--- src/rtl/gpu_prefetch_queue.sv ---
// Instruction prefetch queue for the GPU/DSP RISC core.
// Fetches longwords from program RAM and hands 16-bit words to decode.
module gpu_prefetch_queue #(
   parameter int DEPTH = 6
) (
   input  logic        sys_clk,
   input  logic        reset,
   input  logic [22:0] pc,
   input  logic        flush,
   output logic        progreq,
   output logic [21:0] progaddr,
   input  logic        progack,
   input  logic [31:0] progdata,
   output logic [15:0] instr,
   output logic        instr_valid,
   input  logic        instr_take,
   output logic [2:0]  qs_n
);

   typedef enum logic {IDLE, REQ} state_t;

   localparam logic [2:0] LAST = 3'(DEPTH - 1);
   localparam logic [3:0] CAP  = 4'(DEPTH);

   state_t      state_q, state_d;
   logic [2:0]  rd_q, rd_d;
   logic [2:0]  wr_q, wr_d;
   logic [2:0]  count_q, count_d;
   logic [15:0] mem_q [DEPTH];
   logic [15:0] mem_d [DEPTH];

   logic        accept;
   logic        take;
   logic [3:0]  n_in;
   logic [3:0]  count_sum;
   logic        space_ok;

   function automatic logic [2:0] nxt(input logic [2:0] p);
      return (p == LAST) ? 3'd0 : p + 3'd1;
   endfunction

   // Accepted words, consumed words and room for one more longword
   always_comb begin
      accept    = progack & ~flush & (state_q == REQ);
      take      = instr_take & (count_q != 3'd0);
      n_in      = accept ? (pc[0] ? 4'd1 : 4'd2) : 4'd0;
      count_sum = {1'b0, count_q} + n_in - {3'b000, take};
      space_ok  = (count_sum + 4'd2) <= CAP;
   end

   // Circular buffer writes, pointer moves and occupancy update
   always_comb begin
      mem_d   = mem_q;
      rd_d    = rd_q;
      wr_d    = wr_q;
      count_d = count_q;
      if (flush) begin
         count_d = 3'd0;
         rd_d    = wr_q;
      end else begin
         if (accept) begin
            if (pc[0]) begin
               mem_d[wr_q] = progdata[15:0];
               wr_d        = nxt(wr_q);
            end else begin
               mem_d[wr_q]      = progdata[31:16];
               mem_d[nxt(wr_q)] = progdata[15:0];
               wr_d             = nxt(nxt(wr_q));
            end
         end
         if (take) begin
            rd_d = nxt(rd_q);
         end
         count_d = count_sum[2:0];
      end
   end

   // Request FSM: issue only when a whole longword is guaranteed to fit
   always_comb begin
      state_d = state_q;
      unique case (state_q)
         IDLE: begin
            if (!flush && space_ok) begin
               state_d = REQ;
            end
         end
         REQ: begin
            if (flush) begin
               state_d = IDLE;
            end else if (progack) begin
               state_d = space_ok ? REQ : IDLE;
            end
         end
         default: state_d = IDLE;
      endcase
   end

   // Control state registers
   always_ff @(posedge sys_clk) begin
      if (reset) begin
         state_q <= IDLE;
         rd_q    <= 3'd0;
         wr_q    <= 3'd0;
         count_q <= 3'd0;
      end else begin
         state_q <= state_d;
         rd_q    <= rd_d;
         wr_q    <= wr_d;
         count_q <= count_d;
      end
   end

   // Word storage; contents are masked by count so no reset is needed
   always_ff @(posedge sys_clk) begin
      mem_q <= mem_d;
   end

   // Registered request and head-of-queue outputs
   always_comb begin
      progreq     = (state_q == REQ);
      progaddr    = pc[22:1];
      instr_valid = (count_q != 3'd0);
      instr       = instr_valid ? mem_q[rd_q] : 16'h0000;
      qs_n        = ~(count_q - 3'd1);
   end

endmodule

--- config.mk ---
export PLATFORM = sky130hd
export DESIGN_NAME = gpu_prefetch_queue
export DESIGN_NICKNAME = d
export VERILOG_FILES = /design/src/rtl/gpu_prefetch_queue.sv
export SDC_FILE = /design/constraint.sdc
export NUM_CORES = 1
export LEC_CHECK = 0
export CORE_UTILIZATION = 39
export DETAILED_ROUTE_END_ITERATION = 12
export SKIP_CTS_REPAIR_TIMING = 1
export SLEW_MARGIN = 20
export SYNTH_ARGS = -nofsm -noshare
export SYNTH_HDL_FRONTEND = slang
export SYNTH_SLANG_ARGS = --single-unit
--- constraint.sdc ---
create_clock -name sys_clk -period 5.7 [get_ports sys_clk]
set_input_delay 1.14 -clock sys_clk [delete_from_list [all_inputs] [get_ports sys_clk]]
set_output_delay 1.14 -clock sys_clk [all_outputs]
set_load 0.02 [all_outputs]
==> results of run 1 <==
-- area by class of cell --
| class | count | area share |
|---|---|---|
| Clock buffer | 10 | 0.0314 |
| Clock inverter | 5 | 0.00635 |
| Inverter | 15 | 0.00773 |
| Multi-Input combinational cell | 418 | 0.405 |
| Sequential cell | 106 | 0.423 |
| Tap cell | 220 | 0.0378 |
| Timing Repair Buffer | 67 | 0.0886 |
-- kinds of logic (layout without fill, tap and decap cells) --
group,Yosys count,after routing
and+or+nand+nor,147,147
DFF,106,106
AOI/OAI and AO/OA,221,221
muxes,37,37
xor gates and xnor gates,4,4
buffers and inverters,119,97
adders and majority gates,9,9
-- worst register-to-register path: stages (launching register included) --
cell and delay [ns]:
dfxtp_1 0.78, and2_1 0.82, a21oi_1 0.19, nor2_2 0.87
-- power by group --
part | switching (mW) | total, mW | leakage [nW] | internal [mW]
combinational | 0.179 | 0.310 | 1.21 | 0.131
sequential | 0.0130 | 0.874 | 0.957 | 0.861
clock | 0.274 | 0.607 | 0.135 | 0.333
total | 0.466 | 1.79 | 2.30 | 1.32
-- layer usage --
metal	wire length, um	up-vias	track usage
met5	10	-	0
met4	246	2	0.0696
met3	1060	21	0.0373
met2	8210	203	0.322
met1	7600	2459	0.278
li1	-	2400	-
-- metrics by stage --
step	total power [mW]	hold WS [ns]	setup slack, ns	area [um^2]
2_1_floorplan	1.11	0.576	2.27	6620
3_3_place_gp	1.19	0.610	1.85	7010
3_5_place_dp	1.20	0.642	1.74	7010
4_1_cts	1.80	0.652	1.56	7290
5_1_grt	1.86	0.720	1.41	7290
6_report	1.79	0.645	1.61	7290
-- registers in the layout, summed over array words and instances, names as in the netlist --
register and count:
count_q 3, mem_q 96, progreq 1, rd_q 3
wr_q 3
-- layout by cell type (no fill, tap or decap), types with 2 or more instances in the layout --
cell type and count:
a21oi_1 98, edfxtp_1 96, a221oi_1 83, clkdlybuf4s50_1 57, nand2_1 49, nor2_1 48
nand3_1 17, mux2i_1 16, mux4_2 16, inv_1 13, o21ai_1 10, buf_4 10
o21ai_0 9, clkbuf_16 9, dfxtp_1 9, a31oi_1 8, ha_1 8, mux2_2 5
nor3b_4 4, nor2b_1 4, a22o_1 4, and2_1 4, or3_1 3, xnor2_1 3
a211oi_1 3, clkinv_1 3, inv_2 2, nand2b_1 2, and3_1 2, nor3_4 2
nor2_2 2, nor3_1 2, a311oi_1 2, o21bai_1 2
-- worst paths after layout --
path | startpoint | endpoint | slack [ns]
max | count_q[0]$_SDFF_PP0_ | instr[1] | 1.61
min | rd_q[2]$_SDFFE_PP0P_ | rd_q[2]$_SDFFE_PP0P_ | 0.65
max reg2reg | wr_q[2]$_SDFFE_PP0P_ | mem_q[91]$_DFFE_PP_ | 2.65
min reg2reg | rd_q[2]$_SDFFE_PP0P_ | rd_q[2]$_SDFFE_PP0P_ | 0.65
==> results.md, run 1 <==
- Status: finished, final reports clean
- Hold Crit Class: register to register
- Pins Over Slew Limit: 0
- DRC Markers: 0
- Final Non-Filler Cells: 841
- Worst slew pin tran: 1.10 ns
- Seq cells post-synth: 106
- RSZ-0062 raised after global routing: no
- Adder-cell share of the synthesized area: 0.0181
- Crit path cell chain: inv_1 > ha_1 > nor2b_1 > or3_1 > o21ai_0 > clkdlybuf4s50_1
- Mapped Nets: 712
- Starting Density: 0.399
- Clock Tree Buf Depth: 2
- Global-route wire length before repair: 27,400 um
- Top-count cell post-synth: a21oi_1
- Number of top-level pins: just over 100
- VDD IR max: 0.148 mV
- Fraction of registers with async set/reset: 0
- Pwr dens: 246 nW/um^2
- Post-synthesis mux area share: 0.0871
- CP max-delay cell: clkdlybuf4s50_1
- Clock input transition at the sequential cells of the worst setup and hold paths: 0.07 ns
- Top cell type by total area after synthesis: edfxtp_1
- CP Class: register to output pin
- Final Cycle Share: 0.717
- Vias: between 5k and 6k
- Crit path required time: 4.56 ns
- CP Launch Type: register
- Fmax: ~240 MHz
- Routed WL: 17,100 um
- Worst EP arrival: 2.95 ns
- Crit path buf inv count: 2
- Post-DP HPWL: 10,500 um
- # fillers: 1,571
- H-tree levels: 3
- Die width: 132 um
- Compound-gate portion of the synthesized area: 0.222
- Distinct cells, synth: 45
- Critical-path maximum fanout: 16
- Layout cell share with drive strength beyond 1: 0.0902
- P_leak: 2.30 nW
- Root buf cell: clkbuf_16
- Mean Syn Cell Area: 10.3 um^2
- Post-DRT Antenna Nets: 0
- YS warnings: 0
- Drt first pass iters: 5
- Cell depth of the worst setup path: 6
- CP peak stage delay: between 0.6 and 0.7 ns
- Total Die Area: between 15,000 and 20,000 um^2
- Grt ovf: 0
- Nets: slightly below 700
- Setup-failing EPs final: 0
- Clock Skew: 0.00651 ns
- MaxCap Viol Count: 0
- Post-synth top area share: 0.435
- Core area: 16,600 um^2
- Ranking of synthesized cells by area: edfxtp_1 44%, a221oi_1 11%, a21oi_1 7.4%
- I/O Buffers: 58
- Seq/Total Area, Yosys: 0.466
- CTS tree: yes
- Register area: around 3000 um^2
- ANT cells: 0
- Multi-input logic area: about 3000 um^2
- Initial antenna violation count: 1
- GPL Wtd Cong: 0.809
- Final hold vios: 0
- Layout Utilization: 0.439
- Area growth from synthesis to layout: 10.1%
- Ys flop type: edfxtp_1
- Post-synth EDFFs: 96
- Delay-heaviest family, CP: simple AND/OR/NAND/NOR gates
- Cell Rows: 47
- Die Y: 132 um
- XOR/XNOR Fraction of Synth Area: 0.00529
- Clk Latency, worst-skew pair: ~0.36 ns
- Mapped Cells: 643
- Initial DRC Count: 483
- Post-Syn Area: 6620 um^2
- WL/cell: 20.4 um
- Setup crit end kind: output pin
- R2R depth: 3
- Min Tclk post-route: 4.09 ns
- Average vias per placed instance: 6.05
- Main combinational cell family by area after synthesis: compound AO/OA/AOI/OAI gates
- Clk sink count: 106
- Max_slew headroom: 0.261
- Vias in the first global route: between 4k and 5k
- Simple-gate share of the synthesized area: 0.105
- Total CTS buffers: 9
- All-Layer GR Usage: 0.203
- Cells on Worst Hold Path: 2
- Placed instance count: 826
- Largest net degree at the start of global routing: ~70
- Synth top cells by count: 98 x a21oi_1, 96 x edfxtp_1, 83 x a221oi_1, 50 x nor2_1, 49 x nand2_1
- Setup TNS after final layout: 0 ns
No activity file was read; power rests on OpenSTA's default activity.
==> run 2, diff against run 1 <==
- clock period: 5.7 -> 4.1 ns (I/O delays scaled with it)
==> results.md, run 2 (synthesis gave the netlist of run 1 again) <==
- All-Layer GR Usage: 0.203 (+0.000619)
- CP max-delay cell: clkdlybuf4s50_1
- Post-DRT Antenna Nets: 0 (unchanged)
- P_leak: 2.35 nW (+2.4%)
- P_sw: 0.637 mW (+37%)
- Hold path start: rd_q[2]$_SDFFE_PP0P_
- Clock input transition at the sequential cells of the worst setup and hold paths: 0.07 ns (about the same)
- R2r endpoint: progreq$_SDFF_PP0_
- CP dominant cell by count: inv_1
- Global-route wire length before repair: 27,500 um (+0.50%)
- Commonest non-fill, non-tap cell in the layout: a21oi_1
- DRC Markers: 0 (unchanged)
- Internal power: 1.85 mW (+40%)
- Area growth from synthesis to layout: 11.1%
- Total Die Area: 17,500 um^2 (unchanged)
- Largest net degree at the start of global routing: 68 (unchanged)
- Crit path buf inv count: 3 (+1)
- Final Non-Filler Cells: 852 (+1.3%)
- Drt first pass iters: 5 (unchanged)
- CTS tree: yes
- Delay-heaviest family, CP: buffers and inverters
- GPL Wtd Cong: 0.790 (-2.3%)
- Final Cycle Share: 0.862
- Fmax: 283 MHz
- Nets: 697 (+1.6%)
- MaxCap Viol Count: 0 (unchanged)
- Sw Share: 0.256 (-0.00415)
- Number of top-level pins: 103 (unchanged)
- Cells on Worst Hold Path: 3 (+1)
- Gate power share: 0.174 (about the same)
- Starting Density: 0.399 (unchanged)
- Register share of total power: 0.489 (about the same)
- Setup TNS after final layout: 0 ns (unchanged)
- Layout Utilization: 0.443 (+0.00400)
- Clock group share of total power: 0.336 (-0.003)
- VDD IR max: 0.187 mV (+26%)
- Clock Tree Buf Depth: 2 (unchanged)
- Most frequent cells in the layout: 98 x a21oi_1, 96 x edfxtp_1, 83 x a221oi_1, 57 x clkdlybuf4s50_1, 50 x nor2_1
- ANT cells: 0 (unchanged)
- Die Y: 132 um (unchanged)
- GRT met3 Usage: 0.0308 (-0.00654)
- Clock Skew: 0.00505 ns (-0.00146 ns)
- Layout cell share with drive strength beyond 1: 0.104 (+0.0143)
- Placed instance count: 837 (+1.3%)
- Max reg flops: 96 (unchanged)
- Average vias per placed instance: 6.08 (+0.53%)
- RSZ-0062 raised after global routing: no
- Worst EP arrival: 2.71 ns (-0.24 ns)
- Pwr dens: 338 nW/um^2 (+38%)
- Reg with most FFs: mem_q
- GRT busiest layer: met2
- CP peak stage delay: 0.69 ns (about the same)
- Setup crit end kind: output pin
- Post-DP HPWL: 11,000 um (+4.6%)
- H-tree levels: 3 (unchanged)
- Min Tclk post-route: 3.53 ns
- WL/cell: 20.2 um (-0.86%)
- Setup-failing EPs final: 0 (unchanged)
- Worst Hold End: rd_q[1]$_SDFFE_PP0P_
- GR Util met1: 0.272 (-0.00632)
- Vias: 5,179 (+1.8%)
- Status: finished, final reports clean
- R2R depth: 13 (+10)
- Root buf cell: clkbuf_16
- Max_slew headroom: 0.365 (+0.104)
- Core area: 16,600 um^2 (unchanged)
- Crit path cell chain: inv_1 > ha_1 > nor2b_1 > inv_1 > nand3_1 > o21ai_0 > clkdlybuf4s50_1
- Cell Rows: 47 (unchanged)
- Pins Over Slew Limit: 0 (unchanged)
- Final hold vios: 0 (unchanged)
- Hold Crit Class: register to register
- Crit path required time: 3.28 ns (-1.28 ns)
- Critical-path maximum fanout: 20 (+4)
- Reg2Reg Setup Slack: 1.31 ns (-1.34 ns)
- Total CTS buffers: 9 (unchanged)
- Initial antenna violation count: 1 (unchanged)
- Start of the worst register-to-register path: count_q[0]$_SDFF_PP0_
- I/O Buffers: 58 (unchanged)
- CP Launch Type: register
- Routed WL: 17,200 um (+0.44%)
- Clk sink count: 106 (unchanged)
- Clk Latency, worst-skew pair: 0.35 ns (about the same)
- Die width: 132 um (unchanged)
- Initial DRC Count: 590 (+22%)
- Vias in the first global route: 4,916 (+3.8%)
- CP Class: register to output pin
- Worst slew pin tran: 0.951 ns (-0.153 ns)
- Met2 Track Usage GR: 0.338 (+0.0159)
- Grt ovf: 0 (unchanged)
-- run 2: stage by stage --
stage | cell area [um^2] | setup WS [ns] | hold slack, ns | total power [mW]
after floorplan | 6620 | 0.991 | 0.576 | 1.55
after global placement | 7080 | 0.612 | 0.611 | 1.66
after detailed placement | 7080 | 0.518 | 0.627 | 1.67
after CTS | 7350 | 0.516 | 0.636 | 2.49
after global routing | 7350 | 0.365 | 0.680 | 2.58
final | 7350 | 0.566 | 0.634 | 2.49
-- run 2: worst register-to-register path: stages (launching register included) --
cell and delay (ns):
dfxtp_1 0.33, inv_1 0.09, ha_1 0.14, nor2b_1 0.26
nor2_1 0.10, ha_1 0.29, inv_1 0.04, ha_1 0.20
fa_1 0.38, xor2_1 0.17, ha_1 0.21, xnor2_1 0.14
and4b_1 0.21, nor3_1 0.16
-- run 2: power by group through the flow --
stage	combinational, mW	clock (mW)	sequential, mW
6_report	0.433	0.836	1.22
4_1_cts	0.431	0.846	1.22
5_1_grt	0.475	0.885	1.22
2_1_floorplan	0.318	0	1.23
3_3_place_gp	0.417	0	1.24
3_5_place_dp	0.430	0	1.24
-- run 2: layout make-up --
| cell class | count | area (um^2) |
|---|---|---|
| sequential | 106 | 3080 |
| fill | 1575 | 9230 |
| multi-input combinational | 418 | 2930 |
| timing repair buffer | 78 | 728 |
| tap | 220 | 275 |
| clock buffer | 11 | 233 |
| inverter | 15 | 56.3 |
| clock inverter | 4 | 43.8 |
-- run 2: worst max path at each step --
stage / depth (start not counted) / end / startpoint / slack [ns]
after floorplan: 4 / mem_q[0]$_DFFE_PP_ / flush / 0.99
after global placement: 11 / progreq$_SDFF_PP0_ / flush / 0.61
after detailed placement: 11 / progreq$_SDFF_PP0_ / flush / 0.52
after CTS: 5 / instr[10] / rd_q[0]$_SDFFE_PP0P_ / 0.52
after global routing: 7 / instr[5] / count_q[0]$_SDFF_PP0_ / 0.37
final: 7 / instr[15] / count_q[0]$_SDFF_PP0_ / 0.57
-- run 2: layer usage --
layer  share of wire  vias up
met1            0.43     2517
met5         0.00064        -
met3           0.067       20
met2            0.49      224
li1                -     2416
met4           0.011        2
==> run 3, diff against run 2 <==
- CORE_UTILIZATION: 39 -> 40
==> results.md, run 3 (synthesis gave the netlist of run 1 again) <==
- Status: finished, final reports clean
- Clock Skew: 0.00473 ns (-0.000323 ns)
- Pwr Total: 2.70 mW (+8.4%)
- Final hold vios: 0 (unchanged)
- Final Cycle Share: 0.913 (+0.0516)
- Initial DRC Count: 806 (+37%)
- Clk Latency, worst-skew pair: 0.35 ns (about the same)
- Fmax: 267 MHz (-5.6%)
- Hold Crit Class: register to register
- Setup crit end kind: output pin
- Reg with most FFs: mem_q
- Initial antenna violation count: 0 (-1)
- Max_slew headroom: 0.321 (-0.0435)
- Die width: 131 um (-1.2%)
- M1 WL: 7540 um (+1.7%)
- Nets: 694 (-0.43%)
- Multi-input logic area: 2930 um^2 (unchanged)
- WL/cell: 21.0 um (+3.9%)
- Commonest non-fill, non-tap cell in the layout: a21oi_1
- Total CTS buffers: 9 (unchanged)
- Setup TNS after final layout: 0 ns (unchanged)
- Crit path required time: 3.28 ns (about the same)
- CTS tree: yes
- Area growth from synthesis to layout: 12.2%
- Global-route wire length before repair: 27,700 um (+0.65%)
- Critical-path maximum fanout: 16 (-20%)
- Layout cell share with drive strength beyond 1: 0.105 (+0.000498)
- Drt first pass iters: 6 (+1)
- CP Class: register to output pin
- Worst slew pin tran: 1.02 ns (+0.0663 ns)
- P_leak: 2.39 nW (+1.4%)
- Core area: 16,000 um^2 (-3.5%)
- ANT cells: 0 (unchanged)
- Pwr dens: 363 nW/um^2 (+7.3%)
- Design area: 7430 um^2 (+1.0%)
- Setup ws final: 0.355 ns (-0.211 ns)
- Min Tclk post-route: 3.75 ns (+0.211 ns)
- Met2 WL: 8430 um (-0.11%)
- Vias in the first global route: 4,937 (+0.43%)
- Setup-failing EPs final: 0 (unchanged)
- Die Y: 131 um (-1.2%)
- Routed WL: 17,700 um (+3.0%)
- Post-DP HPWL: 11,000 um (+0.52%)
- Cell Rows: 46 (-2.1%)
- Area after DPL: 7080 um^2 (about the same)
- Cells on Worst Hold Path: 3 (unchanged)
- Vias: 5,293 (+2.2%)
- DRC Markers: 0 (unchanged)
- RSZ-0062 raised after global routing: no
- CP Launch Type: register
- Met3 wire length: 1450 um (+25%)
- Largest net degree at the start of global routing: 93 (+37%)
- R2R depth: 13 (unchanged)
- Average vias per placed instance: 6.26 (+3.0%)
- Layout Utilization: 0.464 (+0.0209)
- Grt ovf: 0 (unchanged)
- Register area: 3080 um^2 (unchanged)
- # fillers: 1,496 (-5.0%)
- Clock Tree Buf Depth: 2 (unchanged)
- Total Die Area: 17,100 um^2 (-2.5%)
- Pins Over Slew Limit: 0 (unchanged)
- Clock input transition at the sequential cells of the worst setup and hold paths: 0.07 ns (about the same)
- All-Layer GR Usage: 0.217 (+0.0138)
- Max reg flops: 96 (unchanged)
- Worst EP arrival: 2.93 ns (+0.22 ns)
- Starting Density: 0.414 (+0.0145)
- VDD IR max: 0.207 mV (+11%)
- Place WS: 0.491 ns (-0.0271 ns)
- Number of top-level pins: 103 (unchanged)
- Post-DRT Antenna Nets: 0 (unchanged)
- Root buf cell: clkbuf_16
- H-tree levels: 3 (unchanged)
- GPL Wtd Cong: 0.787 (-0.42%)
- MaxCap Viol Count: 0 (unchanged)
- Most frequent cells in the layout: 98 x a21oi_1, 96 x edfxtp_1, 83 x a221oi_1, 57 x clkdlybuf4s50_1, 50 x nor2_1
- I/O Buffers: 58 (unchanged)
- Clk sink count: 106 (unchanged)
- DR top layer: met4
## run 3: cell types whose count changed in the layout (fill, tap and decap cells not counted), sizes merged
cell	delta
buf	-3
clkbuf	-2
clkinvlp	-1
bufinv	+3
## run 3: cell type report
class,instances,share of cell area
repair buffers,75,0.0983
flip-flops and latches,106,0.415
multi-input cells,418,0.395
inverters,15,0.00758
clock inverters,6,0.0175
clock buffers,9,0.0303
well taps,216,0.0364
## run 3: path summary, 6_finish.rpt
kind	start	slack, ns	to
setup / recovery	count_q[0]$_SDFF_PP0_	0.35	instr[4]
hold / removal	rd_q[2]$_SDFFE_PP0P_	0.65	rd_q[1]$_SDFFE_PP0P_
hold reg to reg	rd_q[2]$_SDFFE_PP0P_	0.65	rd_q[1]$_SDFFE_PP0P_
setup reg to reg	count_q[0]$_SDFF_PP0_	1.17	progreq$_SDFF_PP0_
## run 3: power by group
part	internal (mW)	switching [mW]
clock	0.653	0.390
sequential	1.20	0.0188
combinational	0.185	0.252
## run 3: per-stage QoR
stage,cells,hold WS [ns]
after floorplan,643,0.576
after global placement,830,0.623
after detailed placement,830,0.640
after CTS,845,0.649
after global routing,845,0.709
final,845,0.653
## run 3: routing by layer
metal / track usage / vias to the layer above
met5: 0 / -
met4: 0.0805 / 0
met3: 0.0358 / 35
met2: 0.346 / 261
met1: 0.297 / 2583
li1: - / 2414
## run 3: worst max-delay path, stage by stage, from the launching register on
cell and delay (ns):
dfxtp_1 0.37, inv_1 0.08, ha_1 0.21, nor2b_1 0.19, or3_1 0.62, o21ai_0 0.43, clkdlybuf4s50_1 0.68
